===== src/rtl/clk_gen_pkg.sv =====
// Shared constants, channel-state type and width helper for the clock-enable generator.
package clk_gen_pkg;

    localparam int unsigned CNT_W_DEF   = 32;
    localparam int unsigned NCH_DEF     = 4;
    localparam int unsigned DIV_W_DEF   = 16;
    localparam int unsigned DEF_DIV_DEF = 999;

    typedef enum logic {
        IDLE = 1'b0,
        RUN  = 1'b1
    } chan_state_e;

    // Channel-select width; a single channel still needs a 1-bit select port.
    function automatic int unsigned ch_width(input int unsigned n);
        return (n > 1) ? $clog2(n) : 1;
    endfunction

    localparam int unsigned CH_W_DEF = ch_width(NCH_DEF);

endpackage


===== src/rtl/clk_div_gen_if.sv =====
// Control/status bundle between the board top level and the clock-enable generator.
interface clk_div_gen_if #(
    parameter int unsigned CNT_W = clk_gen_pkg::CNT_W_DEF,
    parameter int unsigned NCH   = clk_gen_pkg::NCH_DEF,
    parameter int unsigned DIV_W = clk_gen_pkg::DIV_W_DEF
);
    localparam int unsigned CH_W = clk_gen_pkg::ch_width(NCH);

    logic             en;
    logic [NCH-1:0]   chan_en;
    logic             cfg_we;
    logic [CH_W-1:0]  cfg_ch;
    logic [DIV_W-1:0] cfg_div;
    logic [CNT_W-1:0] clkdiv;
    logic [NCH-1:0]   tick;
    logic [NCH-1:0]   sq;

    modport master (
        output en, chan_en, cfg_we, cfg_ch, cfg_div,
        input  clkdiv, tick, sq
    );

    modport slave (
        input  en, chan_en, cfg_we, cfg_ch, cfg_div,
        output clkdiv, tick, sq
    );

endinterface


===== src/rtl/clk_div_chan.sv =====
// One programmable divider channel: one-cycle tick enable plus toggling square wave.
module clk_div_chan
    import clk_gen_pkg::*;
#(
    parameter int unsigned DIV_W   = DIV_W_DEF,
    parameter int unsigned DEF_DIV = DEF_DIV_DEF
) (
    input  logic             clk,
    input  logic             rst_n,
    input  logic             en_i,
    input  logic             chan_en_i,
    input  logic             wr_i,
    input  logic [DIV_W-1:0] wr_div_i,
    output logic             tick_o,
    output logic             sq_o
);

    logic [DIV_W-1:0] cnt_q;
    logic [DIV_W-1:0] div_a_q;
    logic [DIV_W-1:0] div_p_q;
    logic [DIV_W-1:0] div_nxt_c;
    logic             tick_q;
    logic             sq_q;
    chan_state_e      state_c;

    assign state_c   = chan_en_i ? RUN : IDLE;
    // A write landing on the wrap cycle bypasses the pending register.
    assign div_nxt_c = wr_i ? wr_div_i : div_p_q;

    always_ff @(posedge clk or negedge rst_n) begin
        if (!rst_n) begin
            div_p_q <= DIV_W'(DEF_DIV);
        end else if (wr_i) begin
            div_p_q <= wr_div_i;
        end
    end

    always_ff @(posedge clk or negedge rst_n) begin
        if (!rst_n) begin
            cnt_q   <= '0;
            div_a_q <= DIV_W'(DEF_DIV);
            tick_q  <= 1'b0;
            sq_q    <= 1'b0;
        end else begin
            case (state_c)
                IDLE: begin
                    cnt_q   <= '0;
                    tick_q  <= 1'b0;
                    sq_q    <= 1'b0;
                    div_a_q <= div_nxt_c;
                end
                RUN: begin
                    if (!en_i) begin
                        tick_q <= 1'b0;
                    end else if (cnt_q == div_a_q) begin
                        cnt_q   <= '0;
                        tick_q  <= 1'b1;
                        sq_q    <= ~sq_q;
                        div_a_q <= div_nxt_c;
                    end else begin
                        cnt_q  <= cnt_q + DIV_W'(1);
                        tick_q <= 1'b0;
                    end
                end
            endcase
        end
    end

    assign tick_o = tick_q;
    assign sq_o   = sq_q;

endmodule


===== src/rtl/clk_div_gen.sv =====
// Clock-enable generator: legacy free-running clkdiv counter plus NCH programmable divider channels.
module clk_div_gen
    import clk_gen_pkg::*;
#(
    parameter int unsigned CNT_W   = CNT_W_DEF,
    parameter int unsigned NCH     = NCH_DEF,
    parameter int unsigned DIV_W   = DIV_W_DEF,
    parameter int unsigned DEF_DIV = DEF_DIV_DEF
) (
    input  logic          clk,
    input  logic          rst_n,
    clk_div_gen_if.slave  bus
);

    localparam int unsigned CH_W = ch_width(NCH);

    logic [CNT_W-1:0] clkdiv_q;
    logic             cfg_ok_c;
    logic [NCH-1:0]   tick_c;
    logic [NCH-1:0]   sq_c;

    always_ff @(posedge clk or negedge rst_n) begin
        if (!rst_n) begin
            clkdiv_q <= '0;
        end else if (bus.en) begin
            clkdiv_q <= clkdiv_q + CNT_W'(1);
        end
    end

    // Writes addressed past the last channel are dropped.
    assign cfg_ok_c = bus.cfg_we && (32'(bus.cfg_ch) < NCH);

    for (genvar i = 0; i < NCH; i++) begin : g_chan
        logic wr_c;
        assign wr_c = cfg_ok_c && (bus.cfg_ch == CH_W'(i));

        clk_div_chan #(
            .DIV_W   (DIV_W),
            .DEF_DIV (DEF_DIV)
        ) u_chan (
            .clk       (clk),
            .rst_n     (rst_n),
            .en_i      (bus.en),
            .chan_en_i (bus.chan_en[i]),
            .wr_i      (wr_c),
            .wr_div_i  (bus.cfg_div),
            .tick_o    (tick_c[i]),
            .sq_o      (sq_c[i])
        );
    end

    assign bus.clkdiv = clkdiv_q;
    assign bus.tick   = tick_c;
    assign bus.sq     = sq_c;

endmodule


===== src/flat_wrapper.sv =====
// flat-port wrapper written by rule: the top's interface ports become plain ports
module clk_div_gen_flat import clk_gen_pkg::*;
#(
    parameter int unsigned CNT_W   = CNT_W_DEF,
    parameter int unsigned NCH     = NCH_DEF,
    parameter int unsigned DIV_W   = DIV_W_DEF,
    parameter int unsigned DEF_DIV = DEF_DIV_DEF
)
  (clk, rst_n, bus_en, bus_chan_en, bus_cfg_we, bus_cfg_ch, bus_cfg_div, bus_clkdiv, bus_tick, bus_sq);
  clk_div_gen_if #(.CNT_W(CNT_W), .NCH(NCH), .DIV_W(DIV_W)) bus_i ();
  input  logic clk;
  input  logic rst_n;
  input wire logic [$bits(bus_i.en)-1:0] bus_en;
  input wire logic [$bits(bus_i.chan_en)-1:0] bus_chan_en;
  input wire logic [$bits(bus_i.cfg_we)-1:0] bus_cfg_we;
  input wire logic [$bits(bus_i.cfg_ch)-1:0] bus_cfg_ch;
  input wire logic [$bits(bus_i.cfg_div)-1:0] bus_cfg_div;
  output wire logic [$bits(bus_i.clkdiv)-1:0] bus_clkdiv;
  output wire logic [$bits(bus_i.tick)-1:0] bus_tick;
  output wire logic [$bits(bus_i.sq)-1:0] bus_sq;
  assign bus_i.en = bus_en;
  assign bus_i.chan_en = bus_chan_en;
  assign bus_i.cfg_we = bus_cfg_we;
  assign bus_i.cfg_ch = bus_cfg_ch;
  assign bus_i.cfg_div = bus_cfg_div;
  assign bus_clkdiv = bus_i.clkdiv;
  assign bus_tick = bus_i.tick;
  assign bus_sq = bus_i.sq;
  clk_div_gen #(.CNT_W(CNT_W), .NCH(NCH), .DIV_W(DIV_W), .DEF_DIV(DEF_DIV)) u_core (.clk(clk), .rst_n(rst_n), .bus(bus_i));
endmodule

===== config.mk =====
export PLATFORM = sky130hd
export DESIGN_NAME = clk_div_gen_flat
export DESIGN_NICKNAME = d
export VERILOG_FILES = /design/src/rtl/clk_gen_pkg.sv /design/src/rtl/clk_div_gen_if.sv /design/src/rtl/clk_div_chan.sv /design/src/rtl/clk_div_gen.sv /design/src/flat_wrapper.sv
export SDC_FILE = /design/constraint.sdc
export NUM_CORES = 1
export LEC_CHECK = 0
export CAP_MARGIN = 15
export CELL_PAD_IN_SITES_DETAIL_PLACEMENT = 1
export CELL_PAD_IN_SITES_GLOBAL_PLACEMENT = 1
export CORE_UTILIZATION = 30
export CTS_CLUSTER_DIAMETER = 120
export CTS_CLUSTER_SIZE = 12
export DETAILED_ROUTE_END_ITERATION = 7
export PLACE_DENSITY_LB_ADDON = 0.1
export RECOVER_POWER = 50
export SETUP_SLACK_MARGIN = 0.02
export SLEW_MARGIN = 25
export SYNTH_ARGS = -nofsm -noshare
export SYNTH_HDL_FRONTEND = slang
export SYNTH_HIERARCHICAL = 1
export SYNTH_SLANG_ARGS = --single-unit

===== constraint.sdc =====
create_clock -name clk -period 2.8 [get_ports clk]
set_clock_uncertainty 0.2 [all_clocks]
set_input_delay 0.56 -clock clk [delete_from_list [all_inputs] [get_ports clk]]
set_output_delay 0.56 -clock clk [all_outputs]
set_load 0.03 [all_outputs]

==> run metrics <==
Port Buffer Count=65; htree depth=1; top_reg_cell synth=dfrtp_1; Syn Nets=878; PwrDens=663 nW/um2; Avg Inst Size Synth=13.1 um2; final hold slack=205 ps; # DRC=0; Mapped Area=11100 um2; fraction of registers with async set/reset=100%; GP Congestion=0.704; Syn Inst Count=847; critical path peak fanout=16; Routed Antenna Nets=0; fin crit period=2510 ps; FP Rows=70; fillers=3864; vias in the first global route=7035; warnings from Yosys=6; routed len/inst=17.8 um; placeable core area=36500 um2; Area contributors post-synth=dfrtp_1 (38%), dfstp_2 (15%), xnor2_1 (8.8%); final hold vios=0; synthesis-stage register bit count=232; Post-Route WL=25400 um; worst skew pair latency=510 ps; dpl hpwl=17600 um; Slew Viols, Final=57; Lkg Pwr=5.39 nW; global-route wire length before repair=42200 um; CP Capture Type=register; Starting Density=30.4%; final setup fails=0; initial drt markers=187; root buffer cell=clkbuf_16; share of post-route cells with drive strength above 1=29.2%; width of the die=194 um; Resized cells post-CTS=0; max-cap violations=1; Post-Place Cells=1383; RSZ-0062 raised after global routing=no; Antenna Cells=0; Area Growth Syn to Fin=17.6%; Tcrit/Tclk final=89.5%; Clock Path Buffers=3; Overall Global Routing Usage=14.0%; Critical Path RT=3000 ps; top-area cell type share of the netlist area=37.9%; setup TNS=0 ps; initial antenna violation count=0; CTS Buf Count=23; sequential area share after synthesis=53.1%; relative slew slack=-16.3%; Worst VDD drop=0.405 mV; DIE AREA=37700 um2; Worst-path clk slew=60 ps; failing checks=capacitance limit, slew limit; DR vias=6543; status=complete, but fails checks; Die Y-Extent=194 um; synth unique cells=40; final net count=972; Post-synth EDFFs=0; TritonRoute pass-1 iters=4; Clock Sinks=232; CTS tree=yes; pin count of the biggest net entering global routing=61; Max Freq=0.399 GHz; grt total ovfl=0; Finished Layout Cells=1425; Worst EP arrival=2700 ps; num ports=66; Worst-Margin Slew=1740 ps; hold crit path type=in2reg; Vias/cell=4.59; CP startpoint kind=input pin; largest area contributor in the netlist=dfrtp_1; reg2reg setup slack=460 ps; CP Class=in2reg
## stage by stage
stage | cell area [um2] | util, % | power (W) | setup WS [ps]
2_1_floorplan | 11100 | - | 0.00536 | 492
3_5_place_dp | 12400 | 34.0 | 0.00588 | 299
3_3_place_gp | 12400 | 34.0 | 0.00585 | 316
6_report | 13000 | 35.7 | 0.00864 | 293
5_1_grt | 13000 | 35.7 | 0.00911 | 139
4_1_cts | 13100 | 35.8 | 0.00886 | 261
## sequential cells by signal (all words and copies together), names as in the netlist
register                      flops
u_core/bus.clkdiv                32
u_core/g_chan.u_chan/sq_o         4
u_core/g_chan.u_chan/tick_o       4
u_core/g_chan.u_chan/div_p_q     64
u_core/g_chan.u_chan/cnt_q       64
u_core/g_chan.u_chan/div_a_q     64
## what timing repair did
item                                   in CTS  in global routing
endpoints found under the hold margin      38                  0
setup buffers                               0                  0
hold buffers                                1                  0
## final cells by class
type	count	area, um2	area share (%)
tap	468	586	4.49
sequential	232	5890	45.1
inverter	10	37.5	0.288
clock inverter	2	17.5	0.134
timing repair buffer	97	1010	7.77
clock buffer	39	636	4.87
multi-input combinational	577	4860	37.3
## report_power, final
part / switching [W] / internal, W / leakage, nW
Sequential: 0.000347 / 0.00395 / 2.87
Combinational: 0.000626 / 0.000843 / 2.22
Clock: 0.00133 / 0.00155 / 0.311
## synthesized netlist by cell type (5+ instances only)
cell / instances
mux2_2: 65
buf_12: 8
mux2_4: 64
nor3_1: 17
nand2_1: 42
and3_1: 15
nand4_2: 9
and2_1: 10
buf_6: 8
nand2b_1: 8
nor4_4: 5
inv_1: 10
nand3_1: 23
dfrtp_1: 168
nand4_1: 37
clkbuf_1: 8
nor2_1: 79
ha_1: 5
dfstp_2: 64
xor2_1: 31
xnor2_1: 112
## kinds of logic after synthesis
logic type,after synthesis,share of synthesized area [%]
and+or+nand+nor,272,14.2
DFF,232,53.1
xor gates and xnor gates,147,11.9
muxes,133,15.6
buffers and inverters,38,3.00
AOI/OAI and AO/OA,20,1.67
adders and majority gates,5,0.564
## cells in the final DEF (no fill, tap or decap), types with 5 or more instances in the layout
cell and count:
nand3_1 23, inv_1 10, mux2_4 64, xor2_1 31, dfstp_2 64, clkbuf_1 18
nand4_1 38, dfrtp_1 168, mux2_2 57, buf_4 18, nor2_1 79, and3_1 15
mux2_1 8, nor4_4 5, clkbuf_16 23, ha_1 5, xnor2_1 112, and2_1 10
nand2b_1 8, nand2_1 42, nor3_1 17, buf_12 11, nand4_2 9, clkdlybuf4s50_1 62
## path summary, 6_finish.rpt
check                                                              start                                              end  cells after the start
setup / recovery                                           bus_cfg_ch[0]   u_core/g_chan[1].u_chan/div_a_q[3]$_DFFE_PN0P_                      5
min in group asynchronous                                          rst_n     u_core/g_chan[1].u_chan/cnt_q[7]$_DFFE_PN0P_                      2
hold / removal                                                    bus_en                 u_core/bus.clkdiv[2]$_DFFE_PN0P_                      3
setup reg to reg           u_core/g_chan[2].u_chan/cnt_q[10]$_DFFE_PN0P_  u_core/g_chan[2].u_chan/div_a_q[15]$_DFFE_PN0P_                      6
max in group asynchronous                                          rst_n     u_core/g_chan[1].u_chan/div_p_q[7]$_DFF_PN1_                      3
hold reg to reg            u_core/g_chan[2].u_chan/div_p_q[10]$_DFF_PN0_    u_core/g_chan[2].u_chan/div_p_q[10]$_DFF_PN0_                      1
## per-layer routing
layer / track usage, % / up-vias / part of all wire, %
met4: 2.91 / 0 / 1.6
met3: 1.67 / 28 / 1.9
li1: - / 3106 / -
met5: 0 / - / 0
met1: 20.9 / 3369 / 52
met2: 21.8 / 40 / 44
## worst max-delay path: stages
cell	delay, ps
dlygate4sd3_1	600
and3b_1	170
clkbuf_1	670
mux2_2	440
mux2_4	260
Power figures use the tool's default switching activity.
